[config.mk]
export PLATFORM = sky130hd
export DESIGN_NAME = mem_block_mover
export DESIGN_NICKNAME = d
export VERILOG_FILES = /design/src/rtl/mem_pkg.sv /design/src/rtl/mem_range_check.sv /design/src/rtl/mem_block_mover.sv
export SDC_FILE = /design/constraint.sdc
export NUM_CORES = 1
export LEC_CHECK = 0
export BUFFER_PORTS_ARGS = -buffer_cell sky130_fd_sc_hd__buf_2
export CAP_MARGIN = 20
export CORE_MARGIN = 2
export CORE_UTILIZATION = 30
export DETAILED_ROUTE_END_ITERATION = 8
export GPL_ROUTABILITY_DRIVEN = 0
export PLACE_DENSITY_LB_ADDON = 0.2
export SYNTH_ARGS = -nofsm -noshare
export SYNTH_HDL_FRONTEND = slang
export SYNTH_SLANG_ARGS = --single-unit
[constraint.sdc]
create_clock -name clock -period 11.3 [get_ports clock]
set_input_delay 1.13 -clock clock [delete_from_list [all_inputs] [get_ports clock]]
set_output_delay 1.13 -clock clock [all_outputs]
set_load 0.005 [all_outputs]
[src/rtl/mem_pkg.sv]
// rtl/mem_pkg.sv - shared encodings and sizes for the block mover
package mem_pkg;

  localparam int MEM_TOP = 256;
  localparam int AW      = 16;
  localparam int DW      = 16;

  typedef enum logic [1:0] {
    OP_READ  = 2'b00,
    OP_WRITE = 2'b01,
    OP_COPY  = 2'b10,
    OP_FILL  = 2'b11
  } op_t;

  typedef enum logic [2:0] {
    IDLE = 3'd0,
    RD   = 3'd1,
    RDW  = 3'd2,
    WR   = 3'd3,
    RESP = 3'd4
  } state_t;

endpackage

[src/rtl/mem_range_check.sv]
// rtl/mem_range_check.sv - flags a command whose touched word range leaves the memory
module mem_range_check
  import mem_pkg::*;
#(
  parameter bit IS_SRC = 1'b0
) (
  input  logic [AW-1:0] base,
  input  logic [AW-1:0] len,
  input  op_t           op,
  output logic          err
);

  logic          used;
  logic [AW:0]   eff_len;
  logic [AW:0]   end_excl;

  // One extra bit so base+len cannot wrap; the range is legal while base+len <= MEM_TOP+1.
  always_comb begin
    used     = IS_SRC ? (op == OP_READ || op == OP_COPY) : (op != OP_READ);
    eff_len  = (op == OP_READ || op == OP_WRITE) ? (AW+1)'(1) : {1'b0, len};
    end_excl = {1'b0, base} + eff_len;
    err      = used && (eff_len != '0) && (end_excl > (AW+1)'(MEM_TOP + 1));
  end

endmodule

[src/rtl/mem_block_mover.sv]
// rtl/mem_block_mover.sv - single-command read/write/copy/fill engine on the word memory port
module mem_block_mover
  import mem_pkg::*;
(
  input  logic          clock,
  input  logic          reset,
  input  logic          cmd_valid,
  output logic          cmd_ready,
  input  logic [1:0]    cmd_op,
  input  logic [AW-1:0] cmd_src,
  input  logic [AW-1:0] cmd_dst,
  input  logic [AW-1:0] cmd_len,
  input  logic [DW-1:0] cmd_data,
  output logic          rsp_valid,
  input  logic          rsp_ready,
  output logic [DW-1:0] rsp_data,
  output logic          rsp_err,
  output logic          busy,
  output logic [AW-1:0] Address,
  output logic [DW-1:0] DataIn,
  output logic          MemWrite,
  input  logic [DW-1:0] MemVal
);

  state_t        state, state_nx;
  op_t           op_reg;
  logic [AW-1:0] src_reg, dst_reg, cnt_reg;
  logic [DW-1:0] data_reg;
  logic          err_reg;

  op_t           op_in;
  logic          accept;
  logic          src_err, dst_err, range_err;
  logic [AW-1:0] len_eff;

  assign op_in     = op_t'(cmd_op);
  assign accept    = cmd_valid && (state == IDLE);
  assign range_err = src_err || dst_err;
  assign len_eff   = (op_in == OP_READ || op_in == OP_WRITE) ? AW'(1) : cmd_len;

  mem_range_check #(.IS_SRC(1'b1)) u_src_check (
    .base (cmd_src),
    .len  (cmd_len),
    .op   (op_in),
    .err  (src_err)
  );

  mem_range_check #(.IS_SRC(1'b0)) u_dst_check (
    .base (cmd_dst),
    .len  (cmd_len),
    .op   (op_in),
    .err  (dst_err)
  );

  // State register.
  always_ff @(posedge clock) begin
    if (reset) state <= IDLE;
    else       state <= state_nx;
  end

  // Next state and memory-port / handshake outputs.
  always_comb begin
    state_nx  = state;
    cmd_ready = 1'b0;
    rsp_valid = 1'b0;
    busy      = 1'b1;
    Address   = '0;
    DataIn    = '0;
    MemWrite  = 1'b0;
    case (state)
      IDLE: begin
        cmd_ready = 1'b1;
        busy      = 1'b0;
        if (accept) begin
          if (range_err || len_eff == '0)                state_nx = RESP;
          else if (op_in == OP_READ || op_in == OP_COPY) state_nx = RD;
          else                                           state_nx = WR;
        end
      end
      RD: begin
        Address  = src_reg;
        state_nx = RDW;
      end
      RDW: begin
        Address  = src_reg;
        state_nx = (op_reg == OP_READ) ? RESP : WR;
      end
      WR: begin
        Address  = dst_reg;
        DataIn   = data_reg;
        MemWrite = 1'b1;
        if (cnt_reg == AW'(1))       state_nx = RESP;
        else if (op_reg == OP_COPY)  state_nx = RD;
        else                         state_nx = WR;
      end
      RESP: begin
        rsp_valid = 1'b1;
        if (rsp_ready) state_nx = IDLE;
      end
      default: state_nx = IDLE;
    endcase
  end

  // Only READ and COPY return a data word; data_reg is zeroed at accept for them.
  assign rsp_data = (rsp_valid && (op_reg == OP_READ || op_reg == OP_COPY)) ? data_reg : '0;
  assign rsp_err  = rsp_valid && err_reg;

  // Command latch, read capture and per-word address/count stepping.
  always_ff @(posedge clock) begin
    if (reset) begin
      op_reg   <= OP_READ;
      src_reg  <= '0;
      dst_reg  <= '0;
      cnt_reg  <= '0;
      data_reg <= '0;
      err_reg  <= 1'b0;
    end else begin
      case (state)
        IDLE: if (accept) begin
          op_reg   <= op_in;
          src_reg  <= cmd_src;
          dst_reg  <= cmd_dst;
          cnt_reg  <= len_eff;
          data_reg <= (op_in == OP_WRITE || op_in == OP_FILL) ? cmd_data : '0;
          err_reg  <= range_err;
        end
        RDW: data_reg <= MemVal;
        WR: begin
          src_reg <= src_reg + AW'(1);
          dst_reg <= dst_reg + AW'(1);
          cnt_reg <= cnt_reg - AW'(1);
        end
        default: ;
      endcase
    end
  end

endmodule

# ---- Yosys cells after proc, flatten, opt, wreduce, memory -nomap -nowiden
# Index checks and enable logic that the tools add are counted.
dict set report word_totals {
  reg_bits 70
  latchBits 0
  mem_bits_rw 0
  romBits 0
  in_bits 86
  output_inout_bits 53
  wordCells 77
  memories 0
}
dict set report classes {
  n_addsub 5
  multipliers 0
  div_mod_pow 0
  order_cmp 2
  eq_ne 11
  n_shift 0
  muxes 26
  bitwise_logic 0
  reduce_logical 26
}
# cell count
set ops {}
lappend ops {{$pmux W16 S2} 5}
lappend ops {{$mux W16} 9}
lappend ops {{$gt A17 B9 Y1 const B} 2}
lappend ops {{$add A16 B1 Y16 const B} 2}
lappend ops {{$add A16 B16 Y17} 1}
lappend ops {{$add A16 B17 Y17} 1}
lappend ops {{$reduce_bool A17 Y1} 1}
lappend ops {{$eq A16 B1 Y1 const B} 1}
lappend ops {{$logic_not A16 Y1} 1}
lappend ops {{$sub A16 B1 Y16 const B} 1}
lappend ops {{$mux W3} 5}
lappend ops {{$pmux W3 S5} 1}
lappend ops {{$reduce_and A2 Y1} 4}
lappend ops {{$logic_and A1 B1 Y1} 7}
lappend ops {{$eq A2 B2 Y1 const B} 3}
lappend ops {{$eq A3 B2 Y1 const B} 2}
lappend ops {{$logic_or A1 B1 Y1} 6}
lappend ops {{$reduce_bool A2 Y1} 3}
lappend ops {{$logic_not A2 Y1} 2}
lappend ops {{$mux W1} 4}
lappend ops {{$mux W2} 2}
lappend ops {{$ne A2 B2 Y1 const B} 2}
lappend ops {{$eq A3 B1 Y1 const B} 1}
lappend ops {{$eq A3 B3 Y1 const B} 1}
lappend ops {{other kinds (3)} 3}

# ---- Logic depth before layout (Yosys ltp)
# Gate-level depths: netlist of run 1.
dict set report logic_depth {
  depth_word 11
  ltp_mapped 16
  depth_no_buf 12
}

# ---- Cells and area by module
# A second synthesis of run 1 with hierarchy kept.
dict set report hier_totals {
  hier_cells 834
  hier_area_um2 6312.3
}
# module instances cells_per_inst area_each_um2 seq_area_each_um2
set by_module_without_submodules {}
lappend by_module_without_submodules {mem_block_mover 1 558 4325.4 1401.3}
lappend by_module_without_submodules {{mem_range_check (u_dst_check)} 1 142 1034.7 0.0}
lappend by_module_without_submodules {{mem_range_check (u_src_check)} 1 134 952.2 0.0}

# ---- Least setup slack after synthesis of run 1
# Ideal clock, no wire load.
dict set report synth_timing {
  path_kind {input port to flip-flop}
  from {in cmd_op[1]}
  to {reg err_reg}
  setup_time_ns 0.134
  arrival_ns 4.557
  required_ns 11.166
  slack_ns 6.609
  path_stages 16
  path_buffers 4
  path_cell_list {buf_4 -> buf_4 -> clkbuf_1 -> clkbuf_1 -> nand2_1 -> xnor2_1 -> ha_1 -> a21oi_1 -> or4_4 -> a221oi_2 -> a31oi_1 -> o21ai_0 -> mux2_2 -> nor4_1 -> a31o_2 -> a211oi_1}
}
dict set report synth_between {
  elab_chain_len 7
  elab_cells_between_ends 17
  classes_between {add/sub: 2; order compare: 2; eq/ne: 2; mux: 1; reduce/logical: 10}
}
# element line_no
set synth_lines {}
lappend synth_lines {{from (decl)} mem_block_mover.sv:9} ;# input logic [1:0] cmd_op,
lappend synth_lines {{$eq A2 B1 Y1 / $logic_not A2 Y1 (equally long branches)} {mem_range_check.sv:20, mem_range_check.sv:19}}
lappend synth_lines {{$logic_or A1 B1 Y1} mem_range_check.sv:20} ;# eff_len = (op == OP_READ || op == OP_WRITE) ? (AW+1)'(1) : {1'b0, len};
lappend synth_lines {{$mux W16} mem_range_check.sv:20}
lappend synth_lines {{$add A16 B17 Y17 (tied with other cells)} mem_range_check.sv:21} ;# end_excl = {1'b0, base} + eff_len;
lappend synth_lines {{$gt A17 B9 Y1 / $logic_and A1 B1 Y1 (equally long branches)} mem_range_check.sv:22} ;# err = used && (eff_len != '0) && (end_excl > (AW+1)'(MEM_TOP + 1));
lappend synth_lines {{$logic_and A1 B1 Y1} mem_range_check.sv:22}
lappend synth_lines {{$logic_or A1 B1 Y1 (*)} mem_block_mover.sv:38} ;# assign range_err = src_err || dst_err;
lappend synth_lines {{to (signal assigned)} mem_block_mover.sv:125} ;# err_reg <= range_err;
lappend synth_lines {{to (decl)} mem_block_mover.sv:29} ;# logic err_reg;
# Every way passes the cells marked *; elsewhere a longest branch is shown, timed or not.
# A chain may end at the register's enable or synchronous reset.

# ---- Worst setup path after layout of run 1
# Same ends and word-level chain as after synthesis.

==> flow_metrics.py, run 1 <==
metrics = {
    "critical_path": {
        "startpoint_type": "input pin",
        "cp.arrival_ns": 4.74,
        "crit_required_ns": 11.48,
        "end_kind": "flop",
        "reg2regPathDepth": 9,
        "r2r_slack_ns": 8.46,
        "worst-setup-path-type": "input pin to flop",
        "timing.rr.end": "cnt_reg[12]$_SDFFE_PP0P_",
        "critPathMaxFanout": 58,
        "timing.rr.start": "state[1]$_SDFFE_PP0P_",
    },
    "cts": {
        "tritoncts": "yes",
        "cts_sinks": 70,
        "cts_setup_buffers": 0,
        "holdBufCountCts": 0,
        "cts_root_buffer": "clkbuf_16",
        "path_clk_slew_ns": 0.07,
        "worstSkewPairLatency_ns": 0.34,
        "h-tree-depth": 3,
        "cts_buffer_depth": 2,
        "cts_buffers": 9,
        "post_cts_resized": 0,
    },
    "cells_and_area": {
        "layout-drive-gt1-share": 0.1777,
        "multi_input_area_um2": 4531,
        "synthToLayoutAreaGrowth_pct": 17.79,
        "nets": 1099,
        "regArea_um2": 1401,
        "nFillCells": 2274,
        "antenna_cells": 0,
        "layout_common_cells": "buf_2 (138), nor2_1 (99), nand2_1 (96)",
        "layout_commonest_cell": "buf_2",
    },
    "routing": {
        "drt_wl_total_um": 22290,
        "viasPerCell": 5.632,
        "vias": 7158,
        "drt_iter0_drc": 513,
        "firstDrtPassIters": 5,
        "wl_per_cell_um": 17.54,
        "drc": 0,
        "drtAntennaViolNets": 0,
    },
    "power_and_ir_drop": {
        "ir_worst_vdd_v": 0.00007356,
        "finalPower_mw": 0.8901,
        "power-per-cell-area_nw_per_um2": 119.4,
        "cellLeakagePower_nw": 3.106,
    },
    "global_route": {
        "grt_pass1_wl_um": 34710,
        "grt_max_degree": 71,
        "grt.overflow.total": 0,
        "grt_antenna_before_repair": 0,
        "grt_pass1_vias": 6332,
        "gr-usage-all-layers": 0.1952,
    },
    "sta": {
        "finalCritPeriodShare": 0.4037,
        "hold_violations": 0,
        "final.setup.tns_ns": 0,
        "rsz0062_at_grt": "no",
        "fin_crit_ns": 4.562,
        "finalSetupViolCount": 0,
        "fin_ws_ns": 6.738,
        "fmax_mhz": 219.2,
        "holdWs_ns": 0.4838,
        "maxSlewViolCount": 0,
        "worst_pin_slew_ns": 0.9341,
        "fin_skew_ns": 0.01196,
        "relSlewSlack": 0.3758,
    },
    "synth": {
        "syn_area_um2": 6330,
        "ys_seq_elements": 70,
        "synth_cell_type_count": 70,
        "yosysTopAreaCell": "dfxtp_1",
        "synth_seq_area_share": 0.2214,
        "synth_top_area_frac": 0.2214,
        "ys_async_sr_fraction": 0,
        "synthCells": 909,
        "syn_avg_cell_area_um2": 6.963,
        "ys.flop_type": "dfxtp_1",
        "synth_nets": 1017,
        "synth.area.top_cells": "dfxtp_1 (22%), nor2_1 (5.9%), nand2_1 (5.7%)",
        "synth_edf_count": 0,
        "yosysWarnings": 0,
    },
    "die": {
        "die_h_um": 149.3,
        "num_rows": 53,
        "ios": 139,
        "die_area_um2": 22280,
        "start_util": 0.3030,
        "core_um2": 20890,
        "chipWidth_um": 149.3,
    },
    "place": {
        "pre_cts_ws_ns": 6.372,
        "hpwl_um": 16170,
        "port_buffers": 138,
    },
    "min_path": {
        "holdCritPathClass": "flop to flop",
        "hold_depth": 2,
        "min_from": "data_reg[1]$_SDFFE_PP0P_",
        "whs_endpoint": "data_reg[1]$_SDFFE_PP0P_",
    },
    "status": {
        "status": "finished, final reports clean",
    },
    "job": {
        "maxCapViolations": 0,
    },
}
where the power goes:
group,switching (mW),internal (mW),total (mW)
clock network,0.116,0.200,0.316
logic,0.170,0.104,0.274
registers,0.0273,0.273,0.300
area by class of cell:
cell class,count,share of cell area
clock inverter,6,0.01242
sequential,70,0.1880
clock buffer,10,0.03205
inverter,22,0.01108
timing repair buffer,147,0.1027
tap,275,0.04615
multi-input combinational,741,0.6077
routing by layer:
metal / up-vias / wire, µm / share of wire / GRT usage
li1: 3549 / - / - / -
met1: 3358 / 10360 / 0.46 / 0.2698
met2: 227 / 10320 / 0.46 / 0.3166
met3: 24 / 1192 / 0.053 / 0.03058
met4: 0 / 416 / 0.019 / 0.05048
met5: - / 0 / 0 / 0
worst max-delay path by stage:
| stage | startpoint | end | slack, ns | cells after the start |
|---|---|---|---|---|
| floorplan | cmd_op[1] | err_reg$_SDFFE_PP0P_ | 6.61 | 16 |
| global placement | cmd_op[1] | err_reg$_SDFFE_PP0P_ | 6.49 | 14 |
| detailed placement | cmd_op[1] | err_reg$_SDFFE_PP0P_ | 6.37 | 14 |
| CTS | cmd_op[1] | err_reg$_SDFFE_PP0P_ | 6.74 | 14 |
| global route | cmd_op[1] | err_reg$_SDFFE_PP0P_ | 6.39 | 14 |
| finish | cmd_op[1] | err_reg$_SDFFE_PP0P_ | 6.74 | 14 |
synth_stat cells (6+ instances only):
cell and n:
nand3_1 41, nor2_1 99, nor3_1 21, nor4bb_1 6
dfxtp_1 70, a31oi_1 25, o21ai_0 61, inv_1 22
nand2_1 96, clkbuf_1 60, a22o_1 20, and3_1 15
o22ai_1 12, or4_1 6, a22oi_1 8, buf_2 10
a21oi_1 69, nor4_1 9, ha_1 22, nand4_1 7
a221oi_1 9, a311oi_1 20, xnor2_1 22, xor2_1 13
o211ai_1 9, and2_1 42, a211oi_1 10, a21o_1 6
cell families (layout without fill, tap and decap cells):
logic type,Yosys count,count (layout),synth area share
AND/OR/NAND/NOR,377,377,0.2955
adder cells (fa/ha/maj),22,22,0.04349
XOR/XNOR,35,35,0.04843
buffers and inverters,98,185,0.06306
multiplexers,5,5,0.008302
AO/OA/AOI/OAI,302,302,0.3198
flip-flops,70,70,0.2214
stage by stage:
stage                 util  cells  instance area, µm²
detailed placement  0.3411   1255                7124
CTS                 0.3569   1271                7456
floorplan                -    909                6330
global placement    0.3400   1253                7102
finish              0.3569   1271                7456
global route        0.3569   1271                7456
worst max-delay path: stages:
cell and delay [ns]:
buf_2 0.07, buf_4 0.42, nand2_1 0.21, xnor2_1 0.19, ha_1 0.21, a21oi_1 0.08, or4_4 0.56, a221oi_2 0.42
a31oi_1 0.23, o21ai_0 0.24, mux2_2 0.36, nor4_1 0.32, a31o_2 0.24, a211oi_1 0.07
No activity file was read; power rests on OpenSTA's default activity.
==> run 2, diff against run 1 <==
--- a/config.mk
+++ b/config.mk
@@ -5,6 +5,7 @@
 export SDC_FILE = /design/constraint.sdc
 export NUM_CORES = 1
 export LEC_CHECK = 0
+export ABC_AREA = 1
 export BUFFER_PORTS_ARGS = -buffer_cell sky130_fd_sc_hd__buf_2
 export CAP_MARGIN = 20
 export CORE_MARGIN = 2
==> constraint.sdc (replaced) <==
create_clock -name clock -period 3.9 [get_ports clock]
set_input_delay 0.39 -clock clock [delete_from_list [all_inputs] [get_ports clock]]
set_output_delay 0.39 -clock clock [all_outputs]
set_load 0.005 [all_outputs]
==> flow_metrics.py, run 2 <==
metrics = {
    "critical_path": {
        "reg2regPathDepth": 13,
        "critPathTopFamily": "simple AND/OR/NAND/NOR gates",
        "slowest_delay_ns": 0.31,
        "r2r_slack_ns": 1.28,
        "cpMaxStageDelayCell": "buf_2",
        "cp.arrival_ns": 3.06,
        "end_kind": "flop",
        "cp_num_cells": 23,
        "worst-setup-path-type": "input pin to flop",
        "crit_start": "cmd_op[1]",
        "timing.rr.end": "dst_reg[12]$_SDFFE_PP0P_",
        "critPathMaxFanout": 19,
        "crit_required_ns": 4.09,
        "worstPathCellList": "buf_2 -> inv_1 -> or2_1 -> ha_1 -> ha_1 -> inv_1 -> nand2_1 -> nand3_1 -> nand2_1 -> nand2_1 -> nand2_1 -> nand2_1 -> nand3b_1 -> nand2_1 -> nand2_1 -> nor2_1 -> nand3_1 -> nand2_1 -> nand3_2 -> nand2_1 -> nand2_1 -> nand2_1 -> a21oi_1",
        "path_common_cell": "nand2_1",
        "worstSetupEndpoint": "state[2]$_SDFFE_PP0P_",
        "crit_buf_inv": 3,
        "timing.rr.start": "state[0]$_SDFFE_PP0P_",
        "startpoint_type": "input pin",
    },
    "power_and_ir_drop": {
        "pwr-share-comb": 0.341,
        "p_sw_mw": 0.9158,
        "p_int_mw": 1.558,
        "ir_worst_vdd_v": 0.0001714,
        "p_clk_frac": 0.319,
        "swShare": 0.3701,
        "power-per-cell-area_nw_per_um2": 312.0,
        "seqPwrFrac": 0.340,
        "cellLeakagePower_nw": 4.047,
    },
    "global_route": {
        "grt_pass1_wl_um": 39240,
        "gr-usage-all-layers": 0.2066,
        "grt_pass1_vias": 7282,
        "grt.overflow.total": 0,
        "grt_antenna_before_repair": 0,
        "grt_max_degree": 70,
    },
    "routing": {
        "routedLengthMet1_um": 11780,
        "drc": 0,
        "wl_per_cell_um": 15.78,
        "drt_iter0_drc": 514,
        "drt_wl_total_um": 24970,
        "viasPerCell": 5.080,
        "dr.max_layer_used": "met4",
        "firstDrtPassIters": 5,
        "drtAntennaViolNets": 0,
        "route.met2.wl_um": 11060,
        "dr_wl_met3_um": 1723,
        "vias": 8042,
    },
    "die": {
        "num_rows": 54,
        "ios": 139,
        "die_area_um2": 23590,
        "die_h_um": 153.6,
        "start_util": 0.3067,
        "chipWidth_um": 153.6,
        "core_um2": 21890,
    },
    "synth": {
        "synth_top_area_frac": 0.2087,
        "ys_seq_elements": 70,
        "syn_area_um2": 6714,
        "synth_edf_count": 0,
        "yosysWarnings": 0,
        "ys_async_sr_fraction": 0,
        "ys_top_cells_by_count": "nand2_1 (314), inv_1 (182), nor2_1 (141), nand3_1 (94), dfxtp_1 (70)",
        "synth_nets": 1290,
        "synth_seq_area_share": 0.2087,
        "syn_avg_cell_area_um2": 5.680,
        "yosysTopAreaCell": "dfxtp_1",
        "ys.flop_type": "dfxtp_1",
        "synth_cell_type_count": 49,
        "yosysMostFrequentCell": "nand2_1",
        "synth.area.top_cells": "dfxtp_1 (21%), nand2_1 (18%), inv_1 (10%)",
        "synthCells": 1182,
    },
    "sta": {
        "fin_ws_ns": 1.035,
        "worst_pin_slew_ns": 0.9574,
        "final.setup.tns_ns": 0,
        "finalSetupViolCount": 0,
        "fmax_mhz": 349.0,
        "hold_violations": 0,
        "fin_skew_ns": 0.007773,
        "fin_crit_ns": 2.865,
        "finalCritPeriodShare": 0.7347,
        "relSlewSlack": 0.3610,
        "rsz0062_at_grt": "no",
        "maxSlewViolCount": 0,
    },
    "cts": {
        "cts_root_buffer": "clkbuf_16",
        "h-tree-depth": 3,
        "post_cts_resized": 0,
        "cts_buffer_depth": 2,
        "holdBufCountCts": 0,
        "worstSkewPairLatency_ns": 0.33,
        "cts_buffers": 9,
        "cts_setup_buffers": 0,
        "cts_sinks": 70,
        "tritoncts": "yes",
        "path_clk_slew_ns": 0.06,
    },
    "min_path": {
        "holdCritPathClass": "input pin to flop",
    },
    "cells_and_area": {
        "nFillCells": 2513,
        "antenna_cells": 0,
        "layout-drive-gt1-share": 0.1474,
        "nets": 1408,
        "final_core_util": 0.3623,
        "layout_common_cells": "nand2_1 (314), inv_1 (182), nor2_1 (140)",
        "synthToLayoutAreaGrowth_pct": 18.11,
        "design_area_um2": 7930,
        "layout_commonest_cell": "nand2_1",
    },
    "place": {
        "post_dp_cell_area_um2": 7651,
        "pre_cts_ws_ns": 0.7140,
        "port_buffers": 138,
        "hpwl_um": 19920,
    },
    "job": {
        "maxCapViolations": 0,
    },
    "status": {
        "status": "finished, final reports clean",
    },
}
-- run 2: layer usage --
metal,up-vias,track usage
met5,-,0
met4,0,0.05155
met3,20,0.03298
met2,272,0.3323
met1,3624,0.2886
li1,4126,-
-- run 2: power by group through the flow --
stage                     Sequential [mW]  Combinational [mW]  Clock [mW]
after floorplan                     0.843               0.575           0
after global placement              0.855               0.832           0
after detailed placement            0.855               0.831           0
after CTS                           0.840               0.835       0.808
after global routing                0.851               0.952       0.839
final                               0.842               0.843       0.790
-- run 2: tightest hold or removal path, stage by stage --
cell and delay (ns):
buf_2 0.08, inv_1 0.03, nand2_1 0.08, a21oi_1 0.06
-- run 2: area by class of cell --
| type | count | area [µm²] | share of cell area |
|---|---|---|---|
| tap | 280 | 350.3 | 0.04418 |
| sequential | 70 | 1401 | 0.1767 |
| clock inverter | 2 | 35.03 | 0.004418 |
| inverter | 189 | 709.4 | 0.08946 |
| timing repair buffer | 149 | 773.2 | 0.09751 |
| multi-input combinational | 881 | 4424 | 0.5579 |
| clock buffer | 12 | 236.5 | 0.02982 |
-- run 2: worst min-delay path by stage --
stage,startpoint,to,slack [ns],depth (start not counted)
floorplan,dst_reg[9]$_SDFFE_PP0P_,dst_reg[9]$_SDFFE_PP0P_,0.45,1
global placement,dst_reg[9]$_SDFFE_PP0P_,dst_reg[9]$_SDFFE_PP0P_,0.47,1
detailed placement,dst_reg[9]$_SDFFE_PP0P_,dst_reg[9]$_SDFFE_PP0P_,0.48,1
CTS,rsp_ready,state[2]$_SDFFE_PP0P_,0.34,4
global route,rsp_ready,state[2]$_SDFFE_PP0P_,0.37,4
finish,rsp_ready,state[2]$_SDFFE_PP0P_,0.36,4
-- run 2: stage by stage --
step	hold slack (ns)	cells	total power, mW
2_1_floorplan	0.4475	1182	1.418
3_3_place_gp	0.4676	1568	1.687
3_5_place_dp	0.4763	1568	1.686
4_1_cts	0.3374	1582	2.483
5_1_grt	0.3744	1583	2.642
6_report	0.3577	1583	2.474
-- run 2: cell families (layout without fill, tap and decap cells) --
group / Yosys count / count (layout) / share of synthesized area
xor+xnor: 12 / 12 / 0.01565
buf+inv: 231 / 352 / 0.1336
flops: 70 / 70 / 0.2087
fa+ha+maj: 22 / 22 / 0.04100
simple gates: 626 / 626 / 0.4020
compound gates: 221 / 221 / 0.1990
